===== src/rtl/regfile_wb_arbiter.sv =====
// Write-back arbiter feeding the register file's single write port: the ALU has priority,
// slow results queue in a small FIFO with a starvation guard, and busy flags cover buffered rds.
module regfile_wb_arbiter #(
    parameter int XLEN       = 32,
    parameter int DEPTH      = 4,
    parameter int STARVE_MAX = 3
) (
    input  logic            clk,
    input  logic            rst_n,
    input  logic            alu_valid,
    output logic            alu_ready,
    input  logic [4:0]      alu_rd,
    input  logic [XLEN-1:0] alu_data,
    input  logic            lsu_valid,
    output logic            lsu_ready,
    input  logic [4:0]      lsu_rd,
    input  logic [XLEN-1:0] lsu_data,
    input  logic [4:0]      chk_addr1,
    input  logic [4:0]      chk_addr2,
    output logic            chk_busy1,
    output logic            chk_busy2,
    output logic            write_enable,
    output logic [4:0]      write_addr,
    output logic [XLEN-1:0] write_data
);
    localparam int PTR_W = $clog2(DEPTH);
    localparam int CNT_W = $clog2(DEPTH + 1);
    localparam int ST_W  = $clog2(STARVE_MAX + 1);

    // Handshake rule for both sources: a result transfers on a cycle where valid && ready;
    // the producer must hold rd/data stable while valid && !ready.

    logic [4:0]      fifo_rd_q   [DEPTH];
    logic [4:0]      fifo_rd_d   [DEPTH];
    logic [XLEN-1:0] fifo_data_q [DEPTH];
    logic [XLEN-1:0] fifo_data_d [DEPTH];
    logic [PTR_W-1:0] rd_ptr_q, rd_ptr_d;
    logic [PTR_W-1:0] wr_ptr_q, wr_ptr_d;
    logic [CNT_W-1:0] count_q, count_d;
    logic [ST_W-1:0]  starve_q, starve_d;
    logic             write_enable_q, write_enable_d;
    logic [4:0]       write_addr_q, write_addr_d;
    logic [XLEN-1:0]  write_data_q, write_data_d;

    logic fifo_nonempty;
    logic fifo_full;
    logic force_fifo;
    logic alu_win;
    logic pop;
    logic push;

    logic [PTR_W-1:0] entry_ofs [DEPTH];
    logic [DEPTH-1:0] entry_valid;
    logic [DEPTH-1:0] hit1;
    logic [DEPTH-1:0] hit2;

    assign fifo_nonempty = (count_q != '0);
    assign fifo_full     = (count_q == CNT_W'(DEPTH));
    assign force_fifo    = fifo_nonempty && (starve_q == ST_W'(STARVE_MAX));
    assign alu_ready     = !force_fifo;
    assign lsu_ready     = !fifo_full;
    assign alu_win       = alu_valid && alu_ready;
    assign pop           = !alu_win && fifo_nonempty;
    assign push          = lsu_valid && lsu_ready && (lsu_rd != 5'd0);

    // An entry is live when its distance from the read pointer is below the occupancy.
    for (genvar i = 0; i < DEPTH; i++) begin : g_entry
        assign entry_ofs[i]   = PTR_W'(i) - rd_ptr_q;
        assign entry_valid[i] = ({1'b0, entry_ofs[i]} < count_q);
        assign hit1[i]        = entry_valid[i] && (fifo_rd_q[i] == chk_addr1);
        assign hit2[i]        = entry_valid[i] && (fifo_rd_q[i] == chk_addr2);
    end

    assign chk_busy1 = (chk_addr1 != 5'd0) && (|hit1);
    assign chk_busy2 = (chk_addr2 != 5'd0) && (|hit2);

    assign write_enable = write_enable_q;
    assign write_addr   = write_addr_q;
    assign write_data   = write_data_q;

    always_comb begin
        fifo_rd_d   = fifo_rd_q;
        fifo_data_d = fifo_data_q;
        wr_ptr_d    = wr_ptr_q;
        rd_ptr_d    = rd_ptr_q;
        count_d     = count_q;
        starve_d    = starve_q;

        if (push) begin
            fifo_rd_d[wr_ptr_q]   = lsu_rd;
            fifo_data_d[wr_ptr_q] = lsu_data;
            wr_ptr_d              = wr_ptr_q + PTR_W'(1);
        end
        if (pop) begin
            rd_ptr_d = rd_ptr_q + PTR_W'(1);
        end

        case ({push, pop})
            2'b10:   count_d = count_q + CNT_W'(1);
            2'b01:   count_d = count_q - CNT_W'(1);
            default: count_d = count_q;
        endcase

        // ALU wins with an x0 destination still count against the waiting FIFO.
        if (!fifo_nonempty || pop) begin
            starve_d = '0;
        end else if (alu_win && (starve_q != ST_W'(STARVE_MAX))) begin
            starve_d = starve_q + ST_W'(1);
        end
    end

    always_comb begin
        write_enable_d = 1'b0;
        write_addr_d   = write_addr_q;
        write_data_d   = write_data_q;
        if (alu_win) begin
            if (alu_rd != 5'd0) begin
                write_enable_d = 1'b1;
                write_addr_d   = alu_rd;
                write_data_d   = alu_data;
            end
        end else if (fifo_nonempty) begin
            write_enable_d = 1'b1;
            write_addr_d   = fifo_rd_q[rd_ptr_q];
            write_data_d   = fifo_data_q[rd_ptr_q];
        end
    end

    always_ff @(posedge clk or negedge rst_n) begin
        if (!rst_n) begin
            for (int i = 0; i < DEPTH; i++) begin
                fifo_rd_q[i]   <= '0;
                fifo_data_q[i] <= '0;
            end
            rd_ptr_q       <= '0;
            wr_ptr_q       <= '0;
            count_q        <= '0;
            starve_q       <= '0;
            write_enable_q <= 1'b0;
            write_addr_q   <= '0;
            write_data_q   <= '0;
        end else begin
            fifo_rd_q      <= fifo_rd_d;
            fifo_data_q    <= fifo_data_d;
            rd_ptr_q       <= rd_ptr_d;
            wr_ptr_q       <= wr_ptr_d;
            count_q        <= count_d;
            starve_q       <= starve_d;
            write_enable_q <= write_enable_d;
            write_addr_q   <= write_addr_d;
            write_data_q   <= write_data_d;
        end
    end

endmodule


===== config.mk =====
export PLATFORM = sky130hd
export DESIGN_NAME = regfile_wb_arbiter
export DESIGN_NICKNAME = d
export VERILOG_FILES = /design/src/rtl/regfile_wb_arbiter.sv
export SDC_FILE = /design/constraint.sdc
export NUM_CORES = 1
export LEC_CHECK = 0
export CAP_MARGIN = 20
export CORE_ASPECT_RATIO = 1.4
export CORE_MARGIN = 5
export CORE_UTILIZATION = 45
export CTS_BUF_LIST = sky130_fd_sc_hd__clkbuf_8 sky130_fd_sc_hd__clkbuf_16
export DETAILED_ROUTE_END_ITERATION = 7
export PLACE_DENSITY = 0.69
export SYNTH_ARGS = -nofsm -noshare
export SYNTH_HDL_FRONTEND = slang
export SYNTH_SLANG_ARGS = --single-unit

===== constraint.sdc =====
create_clock -name clk -period 5.3 [get_ports clk]
set_clock_uncertainty 0.1 [all_clocks]
set_input_delay 0.795 -clock clk [delete_from_list [all_inputs] [get_ports clk]]
set_output_delay 0.795 -clock clk [all_outputs]
set_load 0.03 [all_outputs]

==> results of run 1 <==
## metal layers
metal | track usage | vias to the layer above | share of wire
met5 | 0 | - | 0
met4 | 0.05688 | 0 | 0.018
met3 | 0.03461 | 23 | 0.033
met2 | 0.3383 | 117 | 0.55
met1 | 0.2097 | 2952 | 0.40
li1 | - | 2587 | -
## logic make-up after synthesis
family                   share of synthesized area
multiplexers                                0.3335
flip-flops                                  0.4900
AND/OR/NAND/NOR                            0.04348
buffers and inverters                      0.04900
AO/OA/AOI/OAI                              0.02814
XOR/XNOR                                   0.04134
adder cells (fa/ha/maj)                    0.01457
## state kept, by name, summed over array words and instances (netlist names)
signal        flops
count_q           3
fifo_data_q     128
fifo_rd_q        20
rd_ptr_q          2
starve_q          2
wr_ptr_q          2
write_addr        5
write_data       32
write_enable      1
## layout make-up
| class | count | share of cell area |
|---|---|---|
| inverters | 11 | 0.003480 |
| clock buffers | 18 | 0.03702 |
| repair buffers | 136 | 0.1153 |
| well taps | 297 | 0.03132 |
| multi-input cells | 411 | 0.3876 |
| flip-flops and latches | 195 | 0.4115 |
| clock inverters | 14 | 0.01382 |
## worst max-delay path by stage
stage / start / endpoint / slack, ns / cells after the start
CTS: chk_addr2[3] / chk_busy2 / 1.50 / 7
detailed placement: chk_addr2[3] / chk_busy2 / 1.50 / 7
finish: chk_addr2[3] / chk_busy2 / 1.47 / 7
global placement: chk_addr2[3] / chk_busy2 / 1.56 / 7
floorplan: rd_ptr_q[0] / chk_busy1 / 2.02 / 10
global route: rd_ptr_q[1] / chk_busy1 / 1.37 / 9
## cells in the final DEF, fill, tap and decap left out, drive strengths merged
cell type,netlist,routed
o22ai,2,2
nand3,10,10
o211a,1,1
xnor2,28,28
mux2i,37,37
fa,1,1
nor2,5,5
nor3,3,3
ha,10,10
bufinv,0,1
or3,1,1
xor2,19,19
nand2b,2,2
o21ai,39,39
a31o,1,1
mux2,148,148
clkdlybuf4s50,0,128
nor4,10,10
nor3b,1,1
clkinv,0,3
nand2,45,45
and3,1,1
buf,30,7
or4,1,1
dfrtp,195,195
a21boi,2,2
nor2b,1,1
inv,11,19
and2,1,1
clkbuf,16,19
mux4,37,37
o21ba,2,2
a21oi,3,3
clkinvlp,0,2
## worst max-delay path, delay by kind of cell
family | cells | cell delay, ns
AO/OA/AOI/OAI | 1 | 0.14
XOR/XNOR | 1 | 0.17
buffers and inverters | 2 | 1.33
AND/OR/NAND/NOR | 3 | 0.50
## power groups by stage
stage	clock network, mW	registers, mW	logic (mW)
after floorplan	0	2.91	2.55
after CTS	1.34	2.79	3.62
after detailed placement	0	2.81	3.60
after global routing	1.41	2.89	3.81
after global placement	0	2.73	3.50
final	1.31	2.79	3.56
==> out/qor.yml, run 1 <==
floorplan:
  dieArea_um2: 25250
  io_pins: 130
  die_x_um: 135.7
  initial_utilization: 0.4555
  die_h_um: 186.0
  num_rows: 64
  placeableCoreArea_um2: 21860
cells_and_area:
  drive_gt1_frac: 0.2994
  fillers: 1773
  num-nets-final: 871
  fin_cells: 1082
  area_growth_pct: 19.14
  final_util: 0.5427
  finish.instance_area_um2: 11860
  seq_area_um2: 4882
  diodes: 0
  multi_input_area_um2: 4598
routing:
  vias_per_cell: 5.249
  final_antenna_net_count: 0
  wl_um: 22250
  drt-initial-drc-count: 251
  num_vias: 5679
  drt_drc_violations_left: 0
  detail_route.wl_per_cell_um: 20.57
  firstDrtPassIters: 4
critical_path:
  cp-end-kind: "primary output"
  required_ns: 4.41
  r2r_cells: 5
  cp_slowest_cell: "clkdlybuf4s50_1"
  crit_arrival_ns: 2.93
  worstSetupStartpointType: "input pin"
  ff2ff_setup_slack_ns: 2.50
  critical-path-max-stage-delay_ns: 0.69
  critPathKind: "in2out"
  reg2reg_to: "write_data[13]"
  crit_fanout: 5
  rr_startpoint: "count_q[0]"
  worstPathCellList: "clkdlybuf4s50_1, xnor2_1, nand3_1, nor4_1, nor4_1, a21oi_1, clkdlybuf4s50_1"
clock_tree:
  cts_tree: "yes"
  cts_sinks: 195
  clock_latency_ns: 0.43
  clk_pin_slew_ns: 0.07
  root_buffer: "clkbuf_16"
  ctsResizeCount: 0
  cts_hold_buffers: 0
  clk_path_buf_depth: 2
  cts_buffers: 17
  post_cts_buffers: 0
  htreeDepth: 4
timing:
  worst_pin_slew_ns: 0.9613
  fin_hold_ws_ns: 0.2091
  setup_viol: 0
  rsz0062_at_grt: "false"
  maxSlewHeadroom: 0.3591
  period_needed_ns: 3.829
  final_max_slew_viol_count: 0
  layout_setup_ws_ns: 1.471
  timing.fmax_mhz: 261.2
  hold_violations: 0
  min_period_over_period: 0.7224
  setup_tns_ns: 0
global_routing:
  grt_pass1_vias: 6517
  antenna_found_initial: 0
  grt_start_max_net_pins: 133
  grt_pass1_wl_um: 35510
  grt_overflow: 0
  track_usage: 0.1816
pwr:
  finalPower_mw: 7.670
  internal_power_mw: 4.978
  leakage_nw: 5.310
  combPwrFrac: 0.465
  p_clk_frac: 0.171
  worst_ir_drop_vdd_mv: 0.2785
  p_sw_mw: 2.692
  pwr-share-seq: 0.364
  power_density_nw_per_um2: 646.5
  sw_frac_of_total: 0.3510
logic_synthesis:
  syn_nets: 762
  synth.ff_latch_count: 195
  yosys_warnings: 0
  synthArstFlopShare: 1.000
  synth_common_cells: "195 x dfrtp_1, 120 x mux2_4, 41 x nand2_1"
  synth.area.top_cells: "dfrtp_1 49%, mux2_4 18%, mux4_2 8.4%"
  syn_avg_cell_area_um2: 15.02
  synth_top_area_frac: 0.4900
  synth_edf_count: 0
  syn_inst: 663
  yosysSeqAreaShare: 0.4900
  ys_types: 41
  synthFlopType: "dfrtp_1"
  synth_area_um2: 9958
  yosysMostFrequentCell: "dfrtp_1"
  synth_top_area_cell: "dfrtp_1"
place:
  detailed_place_hpwl_um: 14730
  place.gp.congestion: 0.9213
  dp_cells: 1049
  dp_slack_ns: 1.500
  dpl-instance-area_um2: 11230
  numPortBuffers: 129
status:
  status: "finished clean"
min_path:
  min_path_type: "in2async"
flow_run:
  cap_violations: 0
Power figures use the tool's default switching activity.
==> run 2, diff against run 1 <==
PLACE_DENSITY = 0.72   (was 0.69)
clock period = 3.5 ns   (was 5.3 ns; I/O delays follow)
==> run 2 against run 1 <==
Effect of this change:
- setup slack worse by 1.1 ns
- routed wire length decreased by 5.6%
- count of clock-buffer cells in the layout grew 3
- clock power rose by 50%
- first-iteration DRC count grew 24%
- total power is 50% higher
- combinational power increased by 50%
- largest power group unchanged
==> out/qor.yml, run 2 (same netlist as run 1, synthesis figures left out) <==
clock_tree:
  post_cts_buffers: 0  # unchanged
  clock_latency_ns: 0.44  # about the same
  cts_tree: "yes"
  clk_pin_slew_ns: 0.07  # about the same
  root_buffer: "clkbuf_16"
  ctsResizeCount: 0  # unchanged
  clk_path_buf_depth: 2  # unchanged
  cts_sinks: 195  # unchanged
  cts_buffers: 17  # unchanged
  cts_hold_buffers: 0  # unchanged
  htreeDepth: 4  # unchanged
timing:
  min_period_over_period: 0.8986
  setup_tns_ns: 0  # unchanged
  fin_hold_ws_ns: 0.02814  # -0.1810 ns
  timing.fmax_mhz: 318.0
  final_max_slew_viol_count: 0  # unchanged
  rsz0062_at_grt: "false"
  layout_setup_ws_ns: 0.3550  # -1.116 ns
  worst_pin_slew_ns: 0.7333  # -0.2280 ns
  hold_violations: 0  # unchanged
  setup_viol: 0  # unchanged
  period_needed_ns: 3.145
  maxSlewHeadroom: 0.5111  # +0.1520
critical_path:
  crit_arrival_ns: 2.52  # -0.41 ns
  cp-end-kind: "primary output"
  required_ns: 2.87  # -1.54 ns
  crit_family: "simple AND/OR/NAND/NOR gates"
  critPathKind: "reg2out"
  cp_slowest_cell: "dfrtp_2"
  critPathBufInv: 2  # unchanged
  worstPathCellList: "xnor2_1, inv_1, ha_1, nand2b_1, o22ai_1, nor4_1, nor4_1, a21oi_1, buf_4"
  cp_common_cell: "nor4_1"
  worstSetupStartpointType: "register"
  crit_fanout: 6  # +1
  critical-path-max-stage-delay_ns: 0.46  # -0.23 ns
routing:
  firstDrtPassIters: 6  # +2
  detail_route.wl_per_cell_um: 19.37  # -5.8%
  vias_per_cell: 5.114  # -2.6%
  drt-initial-drc-count: 312  # +24%
  wl_um: 21000  # -5.6%
  num_vias: 5544  # -2.4%
  drt_drc_violations_left: 0  # unchanged
  final_antenna_net_count: 0  # unchanged
pwr:
  worst_ir_drop_vdd_mv: 0.4647  # +67%
  leakage_nw: 5.332  # +0.42%
  power_density_nw_per_um2: 969.3  # +50%
  finalPower_mw: 11.50  # +50%
cells_and_area:
  diodes: 0  # unchanged
  largest_reg_flops: 128  # unchanged
  area_growth_pct: 19.16  # about the same
  mostFrequentLayoutCell: "dfrtp_1"
  fin_cells: 1084  # +0.18%
  largest_register: "fifo_data_q"
  num-nets-final: 873  # +0.23%
  final_util: 0.5428  # about the same
  drive_gt1_frac: 0.2999  # +0.0005099
  finish.instance_area_um2: 11870  # about the same
  final_cell_mix: "193 x dfrtp_1, 126 x clkdlybuf4s50_1, 120 x mux2_4"
place:
  dp_slack_ns: 0.4161  # -1.084 ns
  place.gp.congestion: 0.8710  # -5.5%
  dp_cells: 1052  # +0.29%
  detailed_place_hpwl_um: 13830  # -6.1%
  dpl-instance-area_um2: 11280  # +0.38%
  numPortBuffers: 129  # unchanged
floorplan:
  placeableCoreArea_um2: 21860  # unchanged
  io_pins: 130  # unchanged
  die_x_um: 135.7  # unchanged
  die_h_um: 186.0  # unchanged
  num_rows: 64  # unchanged
  dieArea_um2: 25250  # unchanged
  initial_utilization: 0.4555  # unchanged
min_path:
  min_path_type: "in2async"
global_routing:
  grt_start_max_net_pins: 90  # -32%
  grt_pass1_vias: 6174  # -5.3%
  antenna_found_initial: 0  # unchanged
  grt_overflow: 0  # unchanged
  track_usage: 0.1736  # -0.007993
  grt_pass1_wl_um: 33540  # -5.5%
status:
  status: "finished clean"
flow_run:
  cap_violations: 0  # unchanged
[run 2: routing by layer]
metal / track usage / wire [um] / up-vias
met5: 0 / 0 / -
li1: - / - / 2592
met2: 0.3004 / 10800 / 103
met1: 0.2148 / 9013 / 2820
met4: 0.06696 / 510 / 0
met3: 0.03407 / 672 / 29
[run 2: worst paths after layout]
check	from	end	slack, ns	cells past startpoint
worst max-delay path	rd_ptr_q[1]	chk_busy2	0.36	9
worst min-delay path	rst_n	fifo_data_q[0]	0.03	1
worst max register to register	count_q[2]	count_q[1]	0.94	8
worst min register to register	starve_q[0]	starve_q[0]	0.34	1
max in group asynchronous	rst_n	write_data[12]	2.40	2
min in group clk	starve_q[0]	starve_q[0]	0.34	1
[run 2: power by group]
| group | total (mW) | leakage [nW] | internal [mW] | switching, mW |
|---|---|---|---|---|
| combinational | 5.35 | 2.72 | 3.08 | 2.27 |
| sequential | 4.19 | 2.32 | 3.42 | 0.764 |
| clock | 1.96 | 0.299 | 1.12 | 0.844 |
| total | 11.5 | 5.33 | 7.62 | 3.88 |
[run 2: area by class of cell]
cell class,instances,area [um^2]
sequential,195,4882
tap,297,371.6
multi-input combinational,411,4598
timing repair buffer,138,1383
inverter,11,41.29
clock inverter,11,110.1
fill,1826,9995
clock buffer,21,480.5
==> run 3, diff against run 2 <==
CTS_CLUSTER_DIAMETER = 80   (was unset)
GPL_TIMING_DRIVEN = 1   (was unset)
PLACE_DENSITY = 0.69   (was 0.72)
clock period = 3.2 ns   (was 3.5 ns; I/O delays follow)
==> run 3 against run 2 <==
Effect of this change:
- critical path depth did not move
- sequential power rose by 11%
- cell area increased by 0.56%
- core utilization grew 0.30 points
- register-to-register slack worse by 0.32 ns
- setup slack worse by 0.29 ns
- global-route usage up 1.2 points
- sequential share of layout area decreased by 0.23 points
- critical path type unchanged
- critical endpoint unchanged
- clock power is 7% higher
- via count rose by 2.5%
- final cell count is 0.18% higher
==> out/qor.yml, run 3 (same netlist as run 1, synthesis figures left out) <==
status:
  status: "finished clean"
min_path:
  hold_depth: 1
  min_to: "starve_q[0]"
  hold_path.startpoint: "starve_q[0]"
  min_path_type: "reg2reg"
timing:
  hold_violations: 0  # unchanged
  rsz0062_at_grt: "false"
  worst_pin_slew_ns: 0.7569  # +0.02356 ns
  setup_tns_ns: 0  # unchanged
  maxSlewHeadroom: 0.4954  # -0.01571
  layout_setup_ws_ns: 0.06776  # -0.2873 ns
  timing.fmax_mhz: 319.3
  min_period_over_period: 0.9788
  setup_viol: 0  # unchanged
  final_max_slew_viol_count: 0  # unchanged
  period_needed_ns: 3.132
critical_path:
  crit_fanout: 8  # +2
  required_ns: 2.62  # -0.25 ns
  crit_arrival_ns: 2.55  # +0.03 ns
  cp-end-kind: "primary output"
  rr_startpoint: "count_q[2]"
  worstSetupStartpointType: "register"
  r2r_cells: 8  # unchanged
  ff2ff_setup_slack_ns: 0.62  # -0.32 ns
  reg2reg_to: "count_q[1]"
  critPathKind: "reg2out"
place:
  detailed_place_hpwl_um: 15280  # +10%
  place.gp.congestion: 0.8079  # -7.2%
  numPortBuffers: 129  # unchanged
  dp_slack_ns: 0.1753  # -0.2409 ns
pwr:
  worst_ir_drop_vdd_mv: 0.4987  # +7.3%
  leakage_nw: 5.349  # +0.32%
  finalPower_mw: 12.70  # +10%
  power_density_nw_per_um2: 1064  # +9.8%
global_routing:
  grt_start_max_net_pins: 68  # -24%
  grt_pass1_vias: 6500  # +5.3%
  track_usage: 0.1854  # +0.01182
  antenna_found_initial: 0  # unchanged
  grt_pass1_wl_um: 35860  # +6.9%
  grt_overflow: 0  # unchanged
cells_and_area:
  final_cell_mix: "193 x dfrtp_1, 126 x clkdlybuf4s50_1, 120 x mux2_4"
  area_growth_pct: 19.83
  drive_gt1_frac: 0.3080  # +0.008112
  mostFrequentLayoutCell: "dfrtp_1"
  num-nets-final: 875  # +0.23%
  largest_reg_flops: 128  # unchanged
  fillers: 1758  # -3.7%
  largest_register: "fifo_data_q"
  diodes: 0  # unchanged
routing:
  firstDrtPassIters: 4  # -2
  vias_per_cell: 5.232  # +2.3%
  drt_drc_violations_left: 0  # unchanged
  detail_route.wl_per_cell_um: 20.63  # +6.5%
  num_vias: 5682  # +2.5%
  wl_um: 22410  # +6.7%
  drt-initial-drc-count: 282  # -9.6%
  final_antenna_net_count: 0  # unchanged
clock_tree:
  clock_latency_ns: 0.44  # about the same
  root_buffer: "clkbuf_16"
  cts_buffers: 17  # unchanged
  clk_path_buf_depth: 2  # unchanged
  cts_tree: "yes"
  clk_pin_slew_ns: 0.07  # about the same
  cts_sinks: 195  # unchanged
  htreeDepth: 4  # unchanged
  post_cts_buffers: 0  # unchanged
floorplan:
  initial_utilization: 0.4555  # unchanged
  die_x_um: 135.7  # unchanged
  placeableCoreArea_um2: 21860  # unchanged
  num_rows: 64  # unchanged
  dieArea_um2: 25250  # unchanged
  io_pins: 130  # unchanged
  die_h_um: 186.0  # unchanged
flow_run:
  cap_violations: 0  # unchanged
-- run 3: cell types whose count changed in the layout (fill, tap and decap cells not counted), sizes merged --
cell	delta
clkinv	+4
inv	+2
buf	+1
dlygate4sd3	+1
bufinv	-1
clkbuf	-4
clkinvlp	-1
-- run 3: through the flow --
step / std cells / util / cell area, um^2 / hold WS [ns]
after floorplan: 663 / - / 9958 / 0.08441
after global placement: 1053 / 0.5179 / 11320 / 0.3287
after detailed placement: 1053 / 0.5179 / 11320 / 0.3414
after CTS: 1086 / 0.5450 / 11910 / 0.3584
after global routing: 1086 / 0.5458 / 11930 / 0.3873
final: 1086 / 0.5458 / 11930 / 0.3586
-- run 3: power by group --
| part | internal, mW | switching [mW] |
|---|---|---|
| combinational | 3.40 | 2.57 |
| clock | 1.10 | 1.01 |
| sequential | 3.74 | 0.883 |
| total | 8.24 | 4.46 |
-- run 3: worst max path at each step --
stage | startpoint | end | slack, ns | depth (start not counted)
2_1_floorplan | rd_ptr_q[0] | chk_busy1 | 0.23 | 10
3_3_place_gp | lsu_rd[2] | count_q[2] | 0.22 | 10
3_5_place_dp | lsu_rd[2] | count_q[2] | 0.18 | 10
4_1_cts | rd_ptr_q[1] | chk_busy2 | 0.05 | 9
5_1_grt | count_q[1] | chk_busy2 | 0.03 | 8
6_report | rd_ptr_q[1] | chk_busy2 | 0.07 | 9
-- run 3: layout make-up --
| class | instances | area, um^2 | share of cell area |
|---|---|---|---|
| Sequential cell | 195 | 4882 | 0.4091 |
| Inverter | 11 | 41.29 | 0.003460 |
| Multi-Input combinational cell | 411 | 4623 | 0.3874 |
| Clock inverter | 15 | 151.4 | 0.01269 |
| Timing Repair Buffer | 140 | 1438 | 0.1205 |
| Clock buffer | 17 | 425.4 | 0.03565 |
| Tap cell | 297 | 371.6 | 0.03114 |
-- run 3: critical path, cell delays in order, from the launching register on --
cell      delay (ns)
dfrtp_2         0.48
xnor2_1         0.23
inv_1           0.07
ha_1            0.27
nand2b_1        0.06
o22ai_2         0.18
nor4_1          0.09
nor4_1          0.45
a21oi_1         0.08
buf_4           0.19
-- run 3: per-layer routing --
layer	wire length [um]	GRT usage	vias to the layer above
li1	-	-	2596
met1	8991	0.2192	2935
met2	12170	0.3379	122
met3	837	0.03434	29
met4	412	0.06333	0
met5	0	0	-
-- run 3: repair_timing --
item                       in CTS  in global routing
gates resized for setup         1                  3
pin swaps                       0                  1
hold endpoints to repair       63                  0
hold buffers                    1                  0
setup endpoints to repair       1                  2
gates cloned                    0                  0
